===== src/rtl/cam_frame_wr.sv =====
`default_nettype none
// ============================================================================
// Module   : cam_frame_wr
// Purpose  : Frame-write stage after the 8-to-16-bit camera converter. Skips
//            settling frames, then writes one linear buffer per frame.
//            Optional macro CAM_FRAME_WR_CHECK_EN enables the geometry and
//            overflow checks that drive frame_err_o.
// Revision : 1.0 - initial release
// ============================================================================
module cam_frame_wr #(
  parameter int H_ACTIVE    = 640,
  parameter int V_ACTIVE    = 480,
  parameter int SKIP_FRAMES = 10,
  parameter int ADDR_W      = 19
) (
  input  logic              pixel_clk,
  input  logic              rst,
  input  logic              vsync_i,
  input  logic [15:0]       data_i,
  input  logic              data_de_i,
  input  logic              hblank_i,
  input  logic              capture_en_i,
  output logic              wr_en_o,
  output logic [ADDR_W-1:0] wr_addr_o,
  output logic [15:0]       wr_data_o,
  output logic              frame_start_o,
  output logic              frame_done_o,
  output logic              frame_err_o,
  output logic [7:0]        frame_cnt_o
);

  localparam int                SKIP_W  = $clog2(SKIP_FRAMES + 2);
  localparam logic [SKIP_W-1:0] C_SKIP  = SKIP_W'(SKIP_FRAMES);
  // One extra bit so a buffer that exactly fills 2^ADDR_W can still flag "full"
  localparam logic [ADDR_W:0]   C_TOTAL = (ADDR_W+1)'(H_ACTIVE * V_ACTIVE);

  typedef enum logic [1:0] {
    S_SKIP      = 2'd0,
    S_WAIT_FALL = 2'd1,
    S_ACTIVE    = 2'd2
  } state_t;

  state_t            state_q;
  logic [SKIP_W-1:0] skip_cnt_q;
  logic [ADDR_W:0]   addr_q;
  logic              vsync_q;
  logic              vs_rise;
  logic              vs_fall;
  logic              addr_full;

  assign vs_rise   = vsync_i & ~vsync_q;
  assign vs_fall   = ~vsync_i & vsync_q;
  assign addr_full = (addr_q == C_TOTAL);

  // Edge history keeps tracking through reset so release never fakes an edge
  always_ff @(posedge pixel_clk) begin
    vsync_q <= vsync_i;
    if (rst) begin
      state_q       <= S_SKIP;
      skip_cnt_q    <= '0;
      addr_q        <= '0;
      wr_en_o       <= 1'b0;
      wr_addr_o     <= '0;
      wr_data_o     <= '0;
      frame_start_o <= 1'b0;
      frame_done_o  <= 1'b0;
      frame_cnt_o   <= '0;
    end else begin
      wr_en_o       <= 1'b0;
      frame_start_o <= 1'b0;
      frame_done_o  <= 1'b0;
      unique case (state_q)
        S_SKIP: begin
          if (skip_cnt_q == C_SKIP) begin
            state_q <= S_WAIT_FALL;
          end else if (vs_rise) begin
            skip_cnt_q <= skip_cnt_q + 1'b1;
          end
        end
        S_WAIT_FALL: begin
          if (vs_fall && capture_en_i) begin
            state_q       <= S_ACTIVE;
            addr_q        <= '0;
            frame_start_o <= 1'b1;
          end
        end
        S_ACTIVE: begin
          if (data_de_i && !addr_full) begin
            wr_en_o   <= 1'b1;
            wr_addr_o <= addr_q[ADDR_W-1:0];
            wr_data_o <= data_i;
            addr_q    <= addr_q + 1'b1;
          end
          if (vs_rise) begin
            frame_done_o <= 1'b1;
            frame_cnt_o  <= frame_cnt_o + 1'b1;
            state_q      <= S_WAIT_FALL;
          end
        end
        default: state_q <= S_SKIP;
      endcase
    end
  end

`ifdef CAM_FRAME_WR_CHECK_EN
  localparam logic [ADDR_W:0] C_H = (ADDR_W+1)'(H_ACTIVE);
  localparam logic [ADDR_W:0] C_V = (ADDR_W+1)'(V_ACTIVE);

  logic            hblank_q;
  logic            hb_fall;
  logic [ADDR_W:0] pix_cnt_q;
  logic [ADDR_W:0] pix_cnt_d;
  logic [ADDR_W:0] line_cnt_q;
  logic [ADDR_W:0] line_cnt_d;
  logic            err_q;

  assign hb_fall = ~hblank_i & hblank_q;

  // Counts include the current cycle's word/line so same-cycle events check correctly
  always_comb begin
    pix_cnt_d  = pix_cnt_q + {{ADDR_W{1'b0}}, data_de_i};
    line_cnt_d = line_cnt_q + {{ADDR_W{1'b0}}, hb_fall};
  end

  always_ff @(posedge pixel_clk) begin
    hblank_q <= hblank_i;
    if (rst) begin
      pix_cnt_q  <= '0;
      line_cnt_q <= '0;
      err_q      <= 1'b0;
    end else if (state_q == S_WAIT_FALL && vs_fall && capture_en_i) begin
      pix_cnt_q  <= '0;
      line_cnt_q <= '0;
    end else if (state_q == S_ACTIVE) begin
      if (data_de_i && addr_full) begin
        err_q <= 1'b1;
      end
      if (hb_fall) begin
        if (pix_cnt_d != C_H) begin
          err_q <= 1'b1;
        end
        pix_cnt_q <= '0;
      end else begin
        pix_cnt_q <= pix_cnt_d;
      end
      line_cnt_q <= line_cnt_d;
      if (vs_rise && line_cnt_d != C_V) begin
        err_q <= 1'b1;
      end
    end
  end

  assign frame_err_o = err_q;
`else
  logic unused_hblank;
  assign unused_hblank = hblank_i;
  assign frame_err_o   = 1'b0;
`endif

endmodule
`default_nettype wire


===== config.mk =====
export PLATFORM = sky130hd
export DESIGN_NAME = cam_frame_wr
export DESIGN_NICKNAME = d
export VERILOG_FILES = /design/src/rtl/cam_frame_wr.sv
export SDC_FILE = /design/constraint.sdc
export NUM_CORES = 1
export LEC_CHECK = 0
export BUFFER_PORTS_ARGS = -buffer_cell sky130_fd_sc_hd__buf_4
export CORE_MARGIN = 2
export CORE_UTILIZATION = 45
export DETAILED_ROUTE_END_ITERATION = 7
export HOLD_SLACK_MARGIN = 0.08
export MAX_ROUTING_LAYER = met4
export PLACE_DENSITY = 0.79
export SETUP_SLACK_MARGIN = 0.05
export SLEW_MARGIN = 20
export SYNTH_ARGS = -nofsm -noshare
export SYNTH_HDL_FRONTEND = slang
export SYNTH_SLANG_ARGS = --single-unit

===== constraint.sdc =====
create_clock -name pixel_clk -period 1.92 [get_ports pixel_clk]
set_input_delay 0 -clock pixel_clk [delete_from_list [all_inputs] [get_ports pixel_clk]]
set_output_delay 0 -clock pixel_clk [all_outputs]
set_load 0.02 [all_outputs]

# Word level (Yosys, flattened, before mapping)
# Index checks and enable logic that the tools add are counted.
[classes]
n_reduce_logical = 12
order_cmp = 0
shift = 0
eq_ne = 8
mul = 0
n_mux = 10
bitwise_logic = 7
addsub = 3
div = 0
[ops]
columns = ["cell", "count"]
rows = [
  ["20-bit 2-to-1 mux", 2],
  ["20-bit case mux with 2 select lines", 1],
  ["20-bit by 1-bit adder with 20-bit output, second input constant", 1],
  ["20-bit by 19-bit equality test with 1-bit output, second input constant", 1],
  ["3-bit AND reduction", 3],
  ["8-bit by 1-bit adder with 8-bit output, second input constant", 1],
  ["2-bit inequality test, second input constant", 4],
  ["2-bit 2-to-1 mux", 3],
  ["2-bit case mux with 3 select lines", 1],
  ["1-bit inverter", 5],
  ["4-bit by 1-bit adder with 4-bit output, second input constant", 1],
  ["4-bit equality test, second input constant", 1],
  ["2-bit AND reduction", 2],
  ["2-bit OR reduction", 2],
  ["1-bit 2-to-1 mux", 3],
  ["1-bit bitwise AND", 2],
  ["2-bit by 1-bit equality test with 1-bit output, second input constant", 1],
  ["2-bit equality test, second input constant", 1],
  ["1-bit logical AND", 2],
  ["2-bit logical NOT", 1],
  ["2-bit nonzero test", 1],
  ["1-bit logical NOT", 1],
]
[totals]
ff_bits = 73
latchBits = 0
memories = 0
romBits = 0
output_inout_bits = 47
ramBits = 0

# Longest topological paths before layout
[depth]
ltp_word = 5
ltp_mapped = 9
ltp_nobuf = 7

# Worst setup path before layout
# OpenSTA, ideal clock, no wires.
[synth_timing]
path_kind = "reg-to-reg"
from = "register addr_q[15]"
to = "register addr_q[17]"
period_less_slack_ns = 2.103
slack_ns = -0.183
path_stages_with_launch = 10
arrival_ns = 1.981
setup_time_ns = 0.122
cell_sequence = "dfxtp_1 -> buf_4 -> or4b_1 -> or4_1 -> buf_6 -> nor2_2 -> or2_1 -> buf_6 -> inv_4 -> a221o_1"
[synth_between]
elab_chain_len = 5
word_cells_on_any_way = 8
classes_between = "add/sub (1); eq/ne (2); mux (2); reduce/logical (3)"
[synth_rtl]
columns = ["element", "line", "rtl"]
rows = [
  ["start: declaration", "45", "logic [ADDR_W:0] addr_q;"],
  ["start signal: assignment", "92", "addr_q <= addr_q + 1'b1;"],
  ["branches (longest 5 deep; another with 20-bit by 1-bit adder with 20-bit output)", "n/a", ""],
]
# Several ways; the timed one is not identified. The select of a mux whose other input is x is not followed.
# A chain may end at the register's enable or synchronous reset.

# Final worst setup path
[layout_timing]
from = "register addr_q[11]"
to = "register wr_data_o[2]"
[layout_between]
elab_chain_len = 4
[layout_rtl]
columns = ["element", "line", "rtl"]
rows = [
  ["20-bit by 19-bit equality test with 1-bit output", "53", "assign addr_full = (addr_q == C_TOTAL);"],
  ["1-bit logical NOT", "88", "if (data_de_i && !addr_full) begin"],
  ["1-bit logical AND", "88", ""],
  ["2-bit AND reduction (no line)", "n/a", ""],
  ["end signal: assignment", "91", "wr_data_o <= data_i;"],
  ["end: declaration", "25", "output logic [15:0] wr_data_o,"],
]
# Every way passes these cells.

==> metrics.txt <==
CTS HTree Levels=3; Boundary Pins=69; failing checks=negative setup slack; top cell type's share of synthesized area=0.4607; number of global-route vias before repair=2933; CP endpoint kind=register; maximum clock rate=462.5 MHz; Clock Sinks=73; max-cap violation count=0; min Tclk post-route=between 2000 and 2500 ps; outcome=finished with violations; clk slew on worst S/H paths=approximately 80 ps; Pins Over Slew Limit=0; final WL=8633 um; routed vias=3128; wire length per cell=between 10 and 15 um; top cells by count, synth=nand2_1, dfxtp_1, a21oi_1, nor2_1; core area=~6800 um^2; layout cells sized above 1=0.2854; Ys Warns=0; P_int=2221 uW; Syn Inst Count=382; ratio of final minimum period to clock period=1.126; drt pass-1 iters=5; Tot GR Track Use=0.2251; Post-synth EDFFs=0; global-route wire length before repair=13250 um; Ant. Diodes=0; Placed Area=approximately 4000 um^2; FF+latch area=1464 um^2; number of buffers created by CTS=9; DP HPWL=5850 um; Final Cell Area=4516 um^2; Synth area leaders=dfxtp_1, nand2_1, a21oi_1, nor2_1, buf_6; Synthesized Nets=~400; Fin Clk Skew=8.915 ps; Top FF cell, synth=dfxtp_1; Die W=87.96 um; Net Sw Power=approximately 600 uW; cell taking the most area after synthesis=dfxtp_1; largest net degree at the start of global routing=between 40 and 50; CTS tree=yes; maximum clock path buffer count=2; Port Buffers=66; Filler Cells Inserted=around 560; Via-to-Cell Ratio=5.179; Final Setup Violations=54; setup TNS=-10040 ps; RSZ-0062 raised after global routing=true; ANT nets after route=0; Final Power=between 2000 and 3000 uW; FFs w/ async S/R, synth=0; CP max FO=13; gr ovfl total=0; Power per Cell Area=approximately 630 nW/um^2; DRC errors left=0; nets=530; synthesized area per cell=8.303 um^2; starting density of the core=0.4669; multi-input combinational cell area=about 1600 um^2; synthesized cell area=approximately 3200 um^2; CP required=approximately 2200 ps; Row Count=30; Root Buffer=clkbuf_8; Reg power frac=0.539; Leakage=0.001776 uW; dpl ws=-183.0 ps; Hold Path Class=in2reg; Distinct cells, synth=49; count leader, synth=nand2_1; Final WS setup=-241.9 ps; gpl congestion=0.9259; Setup crit start kind=register; Die Area=7736 um^2; DIE HEIGHT=87.96 um; Peak VDD IR=between 0.3 and 0.4 mV; Iteration-0 DRC Markers=between 150 and 200; initial antenna violation count=0; crit path DAT=2440 ps; register area share after synthesis=0.4607; Hold Vio Cnt, Final=0; logic gate share of total power=0.045; Seq cells post-synth=73; switching share of power=0.2137; area grow syn2layout=42.37%; clk_lat worst skew=350 ps; register-to-register setup slack=-240 ps; Clock Power Share=0.416; WS Path Type=reg2reg
[per-stage QoR]
step,hold WS [ps],instances,utilization
2_1_floorplan,27.72,382,-
3_3_place_gp,127.4,564,0.5893
3_5_place_dp,127.7,564,0.5893
4_1_cts,160.1,600,0.6501
5_1_grt,218.3,604,0.6646
6_report,203.6,604,0.6646
[cells by family after synthesis]
group / synth area share
AO/OA/AOI/OAI: 0.1653
XOR/XNOR: 0.02761
adder cells (fa/ha/maj): 0.01972
buffers and inverters: 0.05641
flip-flops: 0.4607
other: 0.001182
AND/OR/NAND/NOR: 0.2690
[worst max-delay path, cell delays in order (launching register included)]
cell      delay [ps]
dfxtp_2          320
or4b_1           520
or4_4            430
buf_6            160
o21bai_4         160
buf_12           150
buf_12           130
nand2_1           70
a21oi_1          140
[path summary, 6_finish.rpt]
check	end	depth (start not counted)	startpoint
worst max-delay path	wr_data_o[2]	8	addr_q[11]
worst min-delay path	state_q[0]	5	capture_en_i
worst max register to register	wr_data_o[2]	8	addr_q[11]
worst min register to register	wr_data_o[5]	2	wr_data_o[5]
[layout make-up]
| cell class | instances | share of cell area |
|---|---|---|
| inverter | 8 | 0.007204 |
| clock buffer | 13 | 0.03297 |
| sequential | 73 | 0.3242 |
| tap | 96 | 0.02660 |
| multi-input combinational | 278 | 0.3472 |
| clock inverter | 3 | 0.008867 |
| timing repair buffer | 133 | 0.2530 |
[per-layer routing]
layer  global-route usage  share of wire  vias to the layer above
li1                     -              -                     1564
met5                    -              0                        -
met1               0.2708           0.43                     1446
met3              0.04713          0.067                       17
met2               0.3616           0.48                      101
met4               0.1021          0.021                        0
[power by group through the flow]
stage | registers (uW) | clock network [uW] | logic [uW]
finish | 1520 | 1180 | 126
global placement | 1560 | 0 | 84.7
CTS | 1520 | 1200 | 120
detailed placement | 1560 | 0 | 87.3
floorplan | 1560 | 0 | 39.0
global route | 1520 | 1260 | 136
[flip-flops by register name (all words and copies together), names as in the netlist]
signal	count
addr_q	20
wr_addr_o	19
wr_data_o	16
frame_cnt_o	8
skip_cnt_q	4
state_q	2
frame_done_o	1
frame_start_o	1
vsync_q	1
wr_en_o	1
[placed cells by master, fill, tap and decap left out, types with 6 or more instances in the layout]
cell type	instances
buf_4	101
nor3_1	6
clkbuf_8	10
dlygate4sd3_1	20
o21ai_0	6
nor2_1	22
nand3_1	14
a21oi_1	42
nand4_1	10
buf_6	7
inv_1	6
nand2_1	94
xor2_1	6
dfxtp_1	71
[timing repair]
item / 4_1_cts / 5_1_grt
endpoints found under the hold margin: 27 / 0
cloned: 0 / 2
setup endpoints to repair: 55 / 57
hold buffers: 20 / 0
resized for setup: 8 / 10
setup buffers: 0 / 2
pin swaps: 1 / 3
Power figures use the tool's default switching activity.
